## src/rtl/eth_rx_pkt_writer_if.sv

```systemverilog
// Port bundle of the RX packet writer: MAC byte stream in, BRAM port B out,
// ping-pong buffer status and consumer release handshake.
interface eth_rx_pkt_writer_if;
    logic [7:0]  rx_d_in;
    logic        rx_valid_in;
    logic        rx_last_in;
    logic        rx_err_in;
    logic        bram_en_out;
    logic        bram_we_out;
    logic [12:0] bram_addr_out;
    logic [7:0]  bram_d_out;
    logic [1:0]  full_out;
    logic [12:0] len0_out;
    logic [12:0] len1_out;
    logic [1:0]  release_in;
    logic [15:0] drop_cnt_out;

    modport master (
        output rx_d_in, rx_valid_in, rx_last_in, rx_err_in, release_in,
        input  bram_en_out, bram_we_out, bram_addr_out, bram_d_out,
        input  full_out, len0_out, len1_out, drop_cnt_out
    );

    modport slave (
        input  rx_d_in, rx_valid_in, rx_last_in, rx_err_in, release_in,
        output bram_en_out, bram_we_out, bram_addr_out, bram_d_out,
        output full_out, len0_out, len1_out, drop_cnt_out
    );
endinterface

```

## src/rtl/eth_rx_pkt_writer.sv

```systemverilog
// Writes MAC RX frames into one half of a ping-pong 8KB packet BRAM, publishes
// committed halves/lengths to the consumer and counts discarded frames.
module eth_rx_pkt_writer #(
    parameter int unsigned HALF_BYTES = 4096,
    parameter int unsigned MIN_LEN    = 14
) (
    input  logic               clk_in,
    input  logic               rst_in,
    eth_rx_pkt_writer_if.slave bus
);

    typedef enum logic [1:0] {SYNC, IDLE, RECV, DROP} state_e;

    state_e      state_q, state_d;
    logic [12:0] count_q, count_d;
    logic        wr_half_q, wr_half_d;
    logic [1:0]  full_q, full_d;
    logic [12:0] len0_q, len0_d, len1_q, len1_d;
    logic [15:0] drop_q, drop_d;
    logic        we_q, we_d;
    logic [12:0] addr_q, addr_d;
    logic [7:0]  data_q, data_d;
    logic        commit_q, commit_d;
    logic        commit_half_q, commit_half_d;
    logic [12:0] commit_len_q, commit_len_d;

    logic        vlast;
    logic        in_frame;
    logic [12:0] cur_cnt;
    logic [12:0] next_cnt;
    logic        drop_inc;

    assign vlast    = bus.rx_valid_in & bus.rx_last_in;
    assign cur_cnt  = (state_q == IDLE) ? '0 : count_q;
    assign next_cnt = cur_cnt + 13'd1;
    assign in_frame = bus.rx_valid_in &
                      (((state_q == IDLE) && !full_q[wr_half_q]) || (state_q == RECV));

    always_comb begin
        state_d       = state_q;
        count_d       = count_q;
        wr_half_d     = wr_half_q;
        we_d          = 1'b0;
        addr_d        = addr_q;
        data_d        = data_q;
        commit_d      = 1'b0;
        commit_half_d = commit_half_q;
        commit_len_d  = commit_len_q;
        drop_inc      = 1'b0;

        if (in_frame) begin
            if (bus.rx_err_in || (cur_cnt == 13'(HALF_BYTES))) begin
                state_d  = bus.rx_last_in ? IDLE : DROP;
                drop_inc = bus.rx_last_in;
            end else begin
                we_d    = 1'b1;
                addr_d  = {wr_half_q, cur_cnt[11:0]};
                data_d  = bus.rx_d_in;
                count_d = next_cnt;
                state_d = RECV;
                if (bus.rx_last_in) begin
                    state_d = IDLE;
                    if (next_cnt >= 13'(MIN_LEN)) begin
                        // wr_half flips a cycle before full[] so a back-to-back
                        // frame already targets the other half.
                        commit_d      = 1'b1;
                        commit_half_d = wr_half_q;
                        commit_len_d  = next_cnt;
                        wr_half_d     = ~wr_half_q;
                    end else begin
                        drop_inc = 1'b1;
                    end
                end
            end
        end else begin
            case (state_q)
                SYNC: if (vlast) state_d = IDLE;
                IDLE: if (bus.rx_valid_in) begin
                    state_d  = bus.rx_last_in ? IDLE : DROP;
                    drop_inc = bus.rx_last_in;
                end
                DROP: if (vlast) begin
                    state_d  = IDLE;
                    drop_inc = 1'b1;
                end
                default: ;
            endcase
        end
    end

    always_comb begin
        full_d = full_q & ~bus.release_in;
        len0_d = len0_q;
        len1_d = len1_q;
        // Commit is applied after the release so it wins on the same half.
        if (commit_q) begin
            full_d[commit_half_q] = 1'b1;
            if (commit_half_q) len1_d = commit_len_q;
            else               len0_d = commit_len_q;
        end
        drop_d = (drop_inc && (drop_q != '1)) ? drop_q + 16'd1 : drop_q;
    end

    always_ff @(posedge clk_in) begin
        if (rst_in) begin
            state_q       <= SYNC;
            count_q       <= '0;
            wr_half_q     <= 1'b0;
            full_q        <= '0;
            len0_q        <= '0;
            len1_q        <= '0;
            drop_q        <= '0;
            we_q          <= 1'b0;
            addr_q        <= '0;
            data_q        <= '0;
            commit_q      <= 1'b0;
            commit_half_q <= 1'b0;
            commit_len_q  <= '0;
        end else begin
            state_q       <= state_d;
            count_q       <= count_d;
            wr_half_q     <= wr_half_d;
            full_q        <= full_d;
            len0_q        <= len0_d;
            len1_q        <= len1_d;
            drop_q        <= drop_d;
            we_q          <= we_d;
            addr_q        <= addr_d;
            data_q        <= data_d;
            commit_q      <= commit_d;
            commit_half_q <= commit_half_d;
            commit_len_q  <= commit_len_d;
        end
    end

    assign bus.bram_en_out   = we_q;
    assign bus.bram_we_out   = we_q;
    assign bus.bram_addr_out = addr_q;
    assign bus.bram_d_out    = data_q;
    assign bus.full_out      = full_q;
    assign bus.len0_out      = len0_q;
    assign bus.len1_out      = len1_q;
    assign bus.drop_cnt_out  = drop_q;

endmodule

```

## src/flat_wrapper.sv

```systemverilog
// flat-port wrapper written by rule: the top's interface ports become plain ports
module eth_rx_pkt_writer_flat 
#(
    parameter int unsigned HALF_BYTES = 4096,
    parameter int unsigned MIN_LEN    = 14
)
  (clk_in, rst_in, bus_rx_d_in, bus_rx_valid_in, bus_rx_last_in, bus_rx_err_in, bus_release_in, bus_bram_en_out, bus_bram_we_out, bus_bram_addr_out, bus_bram_d_out, bus_full_out, bus_len0_out, bus_len1_out, bus_drop_cnt_out);
  eth_rx_pkt_writer_if bus_i ();
  input  logic clk_in;
  input  logic rst_in;
  input wire logic [$bits(bus_i.rx_d_in)-1:0] bus_rx_d_in;
  input wire logic [$bits(bus_i.rx_valid_in)-1:0] bus_rx_valid_in;
  input wire logic [$bits(bus_i.rx_last_in)-1:0] bus_rx_last_in;
  input wire logic [$bits(bus_i.rx_err_in)-1:0] bus_rx_err_in;
  input wire logic [$bits(bus_i.release_in)-1:0] bus_release_in;
  output wire logic [$bits(bus_i.bram_en_out)-1:0] bus_bram_en_out;
  output wire logic [$bits(bus_i.bram_we_out)-1:0] bus_bram_we_out;
  output wire logic [$bits(bus_i.bram_addr_out)-1:0] bus_bram_addr_out;
  output wire logic [$bits(bus_i.bram_d_out)-1:0] bus_bram_d_out;
  output wire logic [$bits(bus_i.full_out)-1:0] bus_full_out;
  output wire logic [$bits(bus_i.len0_out)-1:0] bus_len0_out;
  output wire logic [$bits(bus_i.len1_out)-1:0] bus_len1_out;
  output wire logic [$bits(bus_i.drop_cnt_out)-1:0] bus_drop_cnt_out;
  assign bus_i.rx_d_in = bus_rx_d_in;
  assign bus_i.rx_valid_in = bus_rx_valid_in;
  assign bus_i.rx_last_in = bus_rx_last_in;
  assign bus_i.rx_err_in = bus_rx_err_in;
  assign bus_i.release_in = bus_release_in;
  assign bus_bram_en_out = bus_i.bram_en_out;
  assign bus_bram_we_out = bus_i.bram_we_out;
  assign bus_bram_addr_out = bus_i.bram_addr_out;
  assign bus_bram_d_out = bus_i.bram_d_out;
  assign bus_full_out = bus_i.full_out;
  assign bus_len0_out = bus_i.len0_out;
  assign bus_len1_out = bus_i.len1_out;
  assign bus_drop_cnt_out = bus_i.drop_cnt_out;
  eth_rx_pkt_writer #(.HALF_BYTES(HALF_BYTES), .MIN_LEN(MIN_LEN)) u_core (.clk_in(clk_in), .rst_in(rst_in), .bus(bus_i));
endmodule
```

## config.mk

```make
export PLATFORM = sky130hd
export DESIGN_NAME = eth_rx_pkt_writer_flat
export DESIGN_NICKNAME = d
export VERILOG_FILES = /design/src/rtl/eth_rx_pkt_writer_if.sv /design/src/rtl/eth_rx_pkt_writer.sv /design/src/flat_wrapper.sv
export SDC_FILE = /design/constraint.sdc
export NUM_CORES = 1
export LEC_CHECK = 0
export ABC_CLOCK_PERIOD_IN_PS = 3600
export BUFFER_PORTS_ARGS = -buffer_cell sky130_fd_sc_hd__buf_2
export CAP_MARGIN = 15
export CORE_UTILIZATION = 30
export DETAILED_ROUTE_END_ITERATION = 8
export GPL_ROUTABILITY_DRIVEN = 0
export PLACE_DENSITY_LB_ADDON = 0.3
export SLEW_MARGIN = 20
export SYNTH_ARGS = -nofsm -noshare
export SYNTH_HDL_FRONTEND = slang
export SYNTH_SLANG_ARGS = --single-unit
```

## constraint.sdc

```tcl
create_clock -name clk_in -period 3.6 [get_ports clk_in]
set_input_delay 0.72 -clock clk_in [delete_from_list [all_inputs] [get_ports clk_in]]
set_output_delay 0.72 -clock clk_in [all_outputs]
set_load 0.03 [all_outputs]
```

==> flow_metrics.env, run 1 <==
export IMPL_grt_pass1_wl_um=19100
export IMPL_criticalPathCategory="reg2reg"
export IMPL_finalWorstSetupSlack_ns=0.609
export IMPL_layout_commonest_cell="nand2_1"
export IMPL_cts_inserted_buffers=9
export IMPL_cts_num_sinks=97
export IMPL_status="finished with violations"
export IMPL_wire_per_inst_um=14.1
export IMPL_drc_errors=10
export IMPL_grt_overflow=0
export IMPL_postCtsHoldBufs=0
export IMPL_cp_arrival_ns=3.25
export IMPL_critPathCapture="u_core.bus.drop_cnt_out[14]"
export IMPL_cts_resized=0
export IMPL_leakage_nw=2.00
export IMPL_slowest_stage="or4_1"
export IMPL_clockBufferDepth=2
export IMPL_syn_avg_cell_area_um2=8.02
export IMPL_synthFlopType="dfxtp_1"
export IMPL_end_kind="flip-flop"
export IMPL_cts_root_buffer="clkbuf_16"
export IMPL_peakVddDrop_uv=322
export IMPL_path_clk_slew_ns=0.06
export IMPL_cp_startpoint="u_core.state_q[1]"
export IMPL_io_pins=82
export IMPL_relSlewSlack_pct=44.4
export IMPL_routed_wl_um=11400
export IMPL_r2r_end="u_core.bus.drop_cnt_out[14]"
export IMPL_holdCritPathClass="reg2reg"
export IMPL_cts_tree="done"
export IMPL_top_usage_layer="met2"
export IMPL_slowest_delay_ns=0.52
export IMPL_core_um2=14600
export IMPL_antenna_found_initial=0
export IMPL_synth_seq_cells=97
export IMPL_skew_ns=0.0129
export IMPL_grt_max_degree=42
export IMPL_regToRegStartpoint="u_core.state_q[1]"
export IMPL_cp_start_kind="flip-flop"
export IMPL_preCtsSetupSlack_ns=0.618
export IMPL_post_cts_setup_buffer_count=0
export IMPL_grt_util_met1_pct=21.0
export IMPL_cts_htree_levels=3
export IMPL_utilization_pct=36.5
export IMPL_whs_ns=0.453
export IMPL_area_delta_synth_final_pct=17.8
export IMPL_reg2regPathDepth=11
export IMPL_dp_hpwl_um=7980
export IMPL_violations="DRC"
export IMPL_multi_input_area_um2=2350
export IMPL_use_met3_pct=3.44
export IMPL_setup_violations=0
export IMPL_fillers=1563
export IMPL_portBuffers=81
export IMPL_cpMostUsedCell="ha_1"
export IMPL_yosys_warnings=0
export IMPL_synthArstFlopShare_pct=0
export IMPL_vias=4076
export IMPL_met2_usage_pct=22.7
export IMPL_antenna_cells=0
export IMPL_initial_core_util_pct=31.0
export IMPL_drtIter0Drc=267
export IMPL_rsz0062_at_grt="no"
export IMPL_via_per_inst=5.04
export IMPL_fin_crit_sh_pct=83.1
export IMPL_reg2reg_setup_slack_ns=0.61
export IMPL_cp_max_fo=22
export IMPL_syn_area_um2=4530
export IMPL_slew_viol_final=0
export IMPL_worst_slew_pin_transition_ns=0.832
export IMPL_fmax_mhz=334
export IMPL_yosysSeqAreaShare_pct=42.8
export IMPL_layout_common_cells="nand2_1 (100), dfxtp_1 (97), buf_2 (81)"
export IMPL_crit_chain="inv_1, ha_1, nand2b_1, ha_1, nand2_1, o21ai_0, a22oi_2, a311oi_4, buf_4, or4_1, a211oi_1"
export IMPL_finalHoldViolations=0
export IMPL_rows=44
export IMPL_grt_pass1_vias=3721
export IMPL_dieArea_um2=15600
export IMPL_fin_nets=640
export IMPL_period_minus_slack_ns=2.99
export IMPL_power_density_nw_per_um2=473
export IMPL_die_y_um=125
export IMPL_clk_latency_ns=0.35
export IMPL_drv_cap=0
export IMPL_tns_ns=0
export IMPL_die_w_um=125
export IMPL_seq_area_um2=1940
export IMPL_drt_pass1_iter_count=7
export IMPL_ys_types=51
export IMPL_track_usage_pct=15.0
export IMPL_synth_edf_count=0
export IMPL_worstPathRequired_ns=3.86
export IMPL_postSynthCellCount=565
export IMPL_drive_gt1_share_pct=18.4
export IMPL_synth_net_count=586
export IMPL_ant_nets=0
[cell usage after synthesis (all sizes together) (2+ instances only)]
library cell / n / area share, %
nand2: 100 / 8.3
dfxtp: 97 / 43
a21oi: 78 / 8.6
nor2: 39 / 3.2
clkbuf: 38 / 3.1
o21ai: 24 / 2.6
nor3: 20 / 2.3
nand3: 17 / 1.9
nand4: 13 / 1.8
or4: 13 / 2.2
nand3b: 11 / 1.8
nor2b: 11 / 1.5
mux2: 10 / 2.6
buf: 9 / 1.8
nand2b: 8 / 1.1
xnor2: 8 / 1.5
and2: 7 / 0.97
ha: 6 / 1.7
inv: 6 / 0.50
nor4: 5 / 0.69
and3: 4 / 0.55
mux2i: 4 / 0.88
o31ai: 4 / 0.66
xor2: 4 / 0.77
a211oi: 3 / 0.50
and4: 3 / 0.58
a22oi: 2 / 0.44
a311oi: 2 / 0.77
a31o: 2 / 0.58
and4b: 2 / 0.44
o311ai: 2 / 0.39
or3: 2 / 0.28
[registers in the layout, indices dropped and copies added, names as in the netlist]
register and cells:
u_core.bus.drop_cnt_out 16, u_core.bus.bram_addr_out 13, u_core.bus.len0_out 13, u_core.bus.len1_out 13, u_core.commit_len_q 13, u_core.count_q 13
u_core.bus.bram_d_out 8, u_core.bus.full_out 2, u_core.state_q 2, u_core.bus.bram_en_out 1, u_core.commit_half_q 1, u_core.commit_q 1
u_core.wr_half_q 1
[per-layer routing]
layer	wire, um	vias up
li1	-	2068
met1	5640	1885
met2	5140	119
met3	592	4
met4	44	0
met5	0	-
[cell type report]
type,instances,share of cell area (%)
Multi-Input combinational cell,414,43.9
Sequential cell,97,36.4
Timing Repair Buffer,90,9.09
Clock buffer,10,4.47
Tap cell,184,4.31
Clock inverter,6,1.34
Inverter,7,0.492
[worst min-delay path by stage]
stage	from	slack, ns	end	cells past startpoint
2_1_floorplan	u_core.commit_len_q[1]	0.44	u_core.bus.len1_out[1]	2
3_3_place_gp	u_core.bus.len0_out[10]	0.44	u_core.bus.len0_out[10]	2
3_5_place_dp	u_core.bus.bram_d_out[4]	0.45	u_core.bus.bram_d_out[4]	2
4_1_cts	u_core.bus.bram_d_out[4]	0.46	u_core.bus.bram_d_out[4]	2
5_1_grt	u_core.bus.len1_out[2]	0.47	u_core.bus.len1_out[2]	2
6_report	u_core.bus.bram_d_out[4]	0.45	u_core.bus.bram_d_out[4]	2
[logic make-up after synthesis]
kind of cell	after synthesis	share of synthesized area (%)
AOI/OAI and AO/OA	125	16.1
xor gates and xnor gates	12	2.32
adders and majority gates	6	1.66
buffers and inverters	54	5.55
DFF	97	42.8
muxes	14	3.53
and+or+nand+nor	257	28.0
[critical path: cells and delay by family, from the launching register on]
kind / cells / cell delay, ns
flip-flops: 1 / 0.39
AO/OA/AOI/OAI: 4 / 0.73
buffers and inverters: 2 / 0.28
adder cells (fa/ha/maj): 2 / 0.67
AND/OR/NAND/NOR: 3 / 0.82
[through the flow]
stage / power, mW / instance area [um^2] / cells
6_report: 2.53 / 5340 / 808
5_1_grt: 2.66 / 5340 / 808
4_1_cts: 2.57 / 5340 / 808
3_5_place_dp: 1.56 / 5030 / 792
3_3_place_gp: 1.55 / 5030 / 792
2_1_floorplan: 1.44 / 4530 / 565
[power by group]
group	total [mW]	switching, mW	internal (mW)
Sequential	1.13	0.0268	1.10
Combinational	0.413	0.268	0.145
Clock	0.990	0.424	0.566
Total	2.53	0.719	1.81
Note: power is estimated with default switching activity, not from simulation.
==> run 2, diff against run 1 <==
--- a/config.mk
+++ b/config.mk
@@ -5,7 +5,7 @@
 export SDC_FILE = /design/constraint.sdc
 export NUM_CORES = 1
 export LEC_CHECK = 0
-export ABC_CLOCK_PERIOD_IN_PS = 3600
+export ABC_CLOCK_PERIOD_IN_PS = 2710
 export BUFFER_PORTS_ARGS = -buffer_cell sky130_fd_sc_hd__buf_2
 export CAP_MARGIN = 15
 export CORE_UTILIZATION = 30
==> constraint.sdc (replaced) <==
create_clock -name clk_in -period 2.71 [get_ports clk_in]
set_input_delay 0.542 -clock clk_in [delete_from_list [all_inputs] [get_ports clk_in]]
set_output_delay 0.542 -clock clk_in [all_outputs]
set_load 0.03 [all_outputs]
==> flow_metrics.env, run 2 (synthesized netlist as in run 1, its figures left out) <==
export IMPL_antenna_cells=0
export IMPL_largest_reg_flops=16
export IMPL_drv_cap=0
export IMPL_violations="DRC"
export IMPL_stdcell_count=822
export IMPL_ant_nets=0
export IMPL_layout_commonest_cell="nand2_1"
export IMPL_reg2regPathDepth=9
export IMPL_cp_start_kind="flip-flop"
export IMPL_finalHoldViolations=0
export IMPL_drive_gt1_share_pct=22.3
export IMPL_clk_latency_ns=0.35
export IMPL_grt_overflow=0
export IMPL_portBuffers=81
export IMPL_cts_tree="done"
export IMPL_drc_errors=12
export IMPL_cts_num_sinks=97
export IMPL_cts_inserted_buffers=9
export IMPL_cp_max_fo=7
export IMPL_drtIter0Drc=293
export IMPL_antenna_found_initial=0
export IMPL_via_per_inst=5.01
export IMPL_slowest_delay_ns=0.43
export IMPL_leakage_nw=2.09
export IMPL_postCtsHoldBufs=0
export IMPL_drt_pass1_iter_count=7
export IMPL_period_minus_slack_ns=2.54
export IMPL_tns_ns=0
export IMPL_crit_cells=9
export IMPL_dp_hpwl_um=8120
export IMPL_worstPathRequired_ns=2.95
export IMPL_track_usage_pct=15.5
export IMPL_end_kind="flip-flop"
export IMPL_die_y_um=125
export IMPL_area_delta_synth_final_pct=22.4
export IMPL_die_w_um=125
export IMPL_grt_max_degree=52
export IMPL_crit_chain="inv_2, ha_4, and4b_1, and3_1, mux2_4, a311oi_4, buf_6, nor3_1, mux2_1"
export IMPL_dieArea_um2=15600
export IMPL_routed_wl_um=11700
export IMPL_setup_violations=0
export IMPL_grt_pass1_vias=3803
export IMPL_initial_core_util_pct=31.0
export IMPL_placed_cells=804
export IMPL_relSlewSlack_pct=37.4
export IMPL_utilization_pct=37.9
export IMPL_criticalPathCategory="reg2reg"
export IMPL_fmax_mhz=394
export IMPL_cts_htree_levels=3
export IMPL_layout_common_cells="nand2_1 (99), dfxtp_1 (93), buf_2 (81)"
export IMPL_slew_viol_final=0
export IMPL_cp_arrival_ns=2.78
export IMPL_vias=4116
export IMPL_path_clk_slew_ns=0.07
export IMPL_holdCritPathClass="in2reg"
export IMPL_io_pins=82
export IMPL_grt_pass1_wl_um=19500
export IMPL_hold_depth=3
export IMPL_slowest_stage="a311oi_4"
export IMPL_status="finished with violations"
export IMPL_fin_crit_sh_pct=93.7
export IMPL_wire_per_inst_um=14.2
export IMPL_fin_nets=654
export IMPL_worst_slew_pin_transition_ns=0.936
export IMPL_peakVddDrop_uv=400
export IMPL_critical_path_buf_inv_count=2
export IMPL_clockBufferDepth=2
export IMPL_core_um2=14600
export IMPL_crit_family="multiplexers"
export IMPL_cts_root_buffer="clkbuf_16"
export IMPL_power_density_nw_per_um2=630
export IMPL_skew_ns=0.0103
export IMPL_rsz0062_at_grt="no"
export IMPL_rows=44
run 2: changes by cell type in the layout (fill, tap and decap cells not counted), sizes merged:
cell,change
buf,+14
bufinv,+1
clkinv,-1
run 2: metrics by stage:
stage | hold slack [ns] | setup WS, ns | power (mW) | instance area [um^2]
floorplan | 0.442 | 0.000833 | 1.96 | 4590
global placement | 0.441 | 0.184 | 2.09 | 5150
detailed placement | 0.446 | 0.0705 | 2.11 | 5150
CTS | 0.414 | 0.0497 | 3.52 | 5480
global route | 0.424 | 0.0292 | 3.66 | 5550
finish | 0.428 | 0.171 | 3.49 | 5550
run 2: worst register-to-register path: stages, from the launching register on:
cell,delay (ns)
dfxtp_4,0.37
inv_2,0.04
ha_4,0.17
and4b_1,0.28
and3_1,0.22
mux2_4,0.35
a311oi_4,0.43
buf_6,0.20
nor3_1,0.07
mux2_1,0.31
run 2: final timing paths:
path | start | to | slack, ns
worst max register to register | u_core.state_q[1] | u_core.bus.drop_cnt_out[11] | 0.17
worst min register to register | u_core.bus.bram_addr_out[6] | u_core.bus.bram_addr_out[6] | 0.45
worst max-delay path | u_core.state_q[1] | u_core.bus.drop_cnt_out[11] | 0.17
worst min-delay path | bus_rx_d_in[0] | u_core.bus.bram_d_out[0] | 0.43
run 2: what timing repair did:
item	in CTS	in global routing
buffers inserted	0	1
resized for setup	0	15
setup endpoints to repair	0	27
run 2: where the power goes:
part           leakage, nW  switching (mW)  internal, mW
clock network        0.156           0.577         0.822
registers            0.784          0.0398          1.47
logic                 1.15           0.370         0.219
total                 2.09           0.986          2.51
run 2: cell type report:
class                           instances  area (um^2)
Sequential cell                        97         1950
Fill cell                            1551         9090
Clock inverter                          6         96.3
Multi-Input combinational cell        414         2420
Timing Repair Buffer                  104          602
Clock buffer                           10          229
Tap cell                              184          230
Inverter                                7         26.3
run 2: routing by layer:
layer	global-route usage, %	part of all wire, %
met5	0	0
met4	5.52	1.7
met3	3.82	5.2
met2	24.0	45
met1	20.9	48
==> run 3, diff against run 2 <==
--- a/config.mk
+++ b/config.mk
@@ -8,6 +8,7 @@
 export ABC_CLOCK_PERIOD_IN_PS = 2710
 export BUFFER_PORTS_ARGS = -buffer_cell sky130_fd_sc_hd__buf_2
 export CAP_MARGIN = 15
+export CORE_ASPECT_RATIO = 0.7
 export CORE_UTILIZATION = 30
 export DETAILED_ROUTE_END_ITERATION = 8
 export GPL_ROUTABILITY_DRIVEN = 0
==> constraint.sdc (replaced) <==
create_clock -name clk_in -period 2.71 [get_ports clk_in]
set_input_delay 0 -clock clk_in [delete_from_list [all_inputs] [get_ports clk_in]]
set_output_delay 0 -clock clk_in [all_outputs]
set_load 0.03 [all_outputs]
==> flow_metrics.env, run 3 (synthesized netlist as in run 1, its figures left out) <==
export IMPL_via_per_inst=5.05
export IMPL_die_y_um=105
export IMPL_drc_errors=0
export IMPL_peakVddDrop_uv=273
export IMPL_leakage_nw=2.10
export IMPL_largest_reg_flops=16
export IMPL_fin_crit_sh_pct=97.0
export IMPL_layout_commonest_cell="nand2_1"
export IMPL_power_mw=3.39
export IMPL_drive_gt1_share_pct=21.5
export IMPL_track_usage_pct=15.6
export IMPL_core_um2=14700
export IMPL_skew_ns=0.00857
export IMPL_end_kind="flip-flop"
export IMPL_cp_start_kind="flip-flop"
export IMPL_slew_viol_final=0
export IMPL_grt_pass1_vias=4006
export IMPL_power_frac_seq_pct=44.3
export IMPL_place_area_um2=5160
export IMPL_setup_violations=0
export IMPL_rows=37
export IMPL_comb_power_share_pct=17.2
export IMPL_tns_ns=0
export IMPL_initial_core_util_pct=30.8
export IMPL_period_minus_slack_ns=2.63
export IMPL_dp_hpwl_um=8340
export IMPL_drv_cap=0
export IMPL_p_sw_share_pct=29.3
export IMPL_relSlewSlack_pct=43.7
export IMPL_grt_overflow=0
export IMPL_power_internal_mw=2.40
export IMPL_cp_arrival_ns=2.89
export IMPL_antenna_cells=0
export IMPL_antenna_found_initial=0
export IMPL_holdCritPathClass="in2reg"
export IMPL_vias=4243
export IMPL_criticalPathCategory="reg2reg"
export IMPL_cts_root_buffer="clkbuf_16"
export IMPL_die_w_um=149
export IMPL_cts_num_sinks=97
export IMPL_layout_common_cells="nand2_1 (99), dfxtp_1 (95), buf_2 (81)"
export IMPL_power_density_nw_per_um2=605
export IMPL_fin_nets=662
export IMPL_io_pins=82
export IMPL_p_sw_mw=0.993
export IMPL_area_delta_synth_final_pct=23.8
export IMPL_drtIter0Drc=215
export IMPL_whs_ns=0.142
export IMPL_fmax_mhz=381
export IMPL_ant_nets=0
export IMPL_clockBufferDepth=2
export IMPL_slowest_stage="or4_1"
export IMPL_crit_chain="inv_2, ha_4, nand2b_1, ha_1, nand2_1, o21ai_1, a22oi_2, a311oi_4, buf_12, or4_1, a211oi_2"
export IMPL_clk_latency_ns=0.35
export IMPL_utilization_pct=38.1
export IMPL_worstPathRequired_ns=2.98
export IMPL_cts_htree_levels=3
export IMPL_clock_power_share_pct=38.5
export IMPL_crit_family="simple AND/OR/NAND/NOR gates"
export IMPL_cts_inserted_buffers=9
export IMPL_worst_slew_pin_transition_ns=0.843
export IMPL_cts_tree="done"
export IMPL_dieArea_um2=15600
export IMPL_final_area_um2=5610
export IMPL_fillers=1560
export IMPL_grt_pass1_wl_um=19600
export IMPL_grt_max_degree=38
export IMPL_critical_path_buf_inv_count=2
export IMPL_cp_max_fo=22
export IMPL_finalHoldViolations=0
export IMPL_wire_per_inst_um=14.1
export IMPL_status="complete, no violations"
export IMPL_slowest_delay_ns=0.52
export IMPL_path_clk_slew_ns=0.07
export IMPL_drt_pass1_iter_count=4
export IMPL_routed_wl_um=11800
export IMPL_portBuffers=81
[run 3: cell types whose count changed in the layout (fill, tap and decap cells not counted), moves of 2 or more]
cell | before | now
buf_6 | 3 | 0
nand2b_1 | 6 | 8
nand2b_4 | 2 | 0
dlygate4sd3_1 | 0 | 11
dfxtp_1 | 93 | 95
dfxtp_2 | 3 | 1
[run 3: what timing repair did]
item,CTS,global route
resized for setup,0,10
setup buffers,1,1
hold buffers,11,0
hold endpoints to repair,11,0
pin swaps,1,5
setup endpoints to repair,1,20
[run 3: path summary, 6_finish.rpt]
kind	startpoint	end	slack, ns	cells past startpoint
max	u_core.state_q[1]	u_core.bus.drop_cnt_out[14]	0.08	11
min	bus_rx_valid_in	u_core.state_q[1]	0.14	4
max reg2reg	u_core.state_q[1]	u_core.bus.drop_cnt_out[14]	0.08	11
min reg2reg	u_core.bus.bram_addr_out[5]	u_core.bus.bram_addr_out[5]	0.45	2
[run 3: tightest hold or removal path: cells and delay by family]
family	cells	cell delay [ns]
buf+inv	1	0.15
compound gates	2	0.23
simple gates	1	0.07
[run 3: power by group through the flow]
stage | clock (mW) | combinational (mW) | sequential [mW]
CTS | 1.34 | 0.581 | 1.50
detailed placement | 0 | 0.566 | 1.53
finish | 1.31 | 0.582 | 1.50
global placement | 0 | 0.553 | 1.53
floorplan | 0 | 0.403 | 1.56
global route | 1.40 | 0.647 | 1.51
[run 3: per-stage QoR]
step / setup slack [ns] / cells
after global routing: -0.0112 / 841
after detailed placement: 0.00343 / 812
final: 0.0825 / 841
after global placement: 0.103 / 812
after CTS: 0.0217 / 840
after floorplan: 0.000833 / 565
[run 3: per-layer routing]
metal / vias to the layer above / track usage, % / routed length (um)
li1: 2115 / - / -
met1: 2008 / 22.1 / 5940
met2: 108 / 23.2 / 5120
met3: 12 / 3.76 / 625
met4: 0 / 4.52 / 133
met5: - / 0 / 0
[run 3: final cells by class]
cell class,instances,area (um^2),area share (%)
tap,195,244,4.35
multi-input combinational,414,2400,42.8
sequential,97,1950,34.7
inverter,7,26.3,0.468
timing repair buffer,112,691,12.3
clock inverter,7,77.6,1.38
clock buffer,9,225,4.01
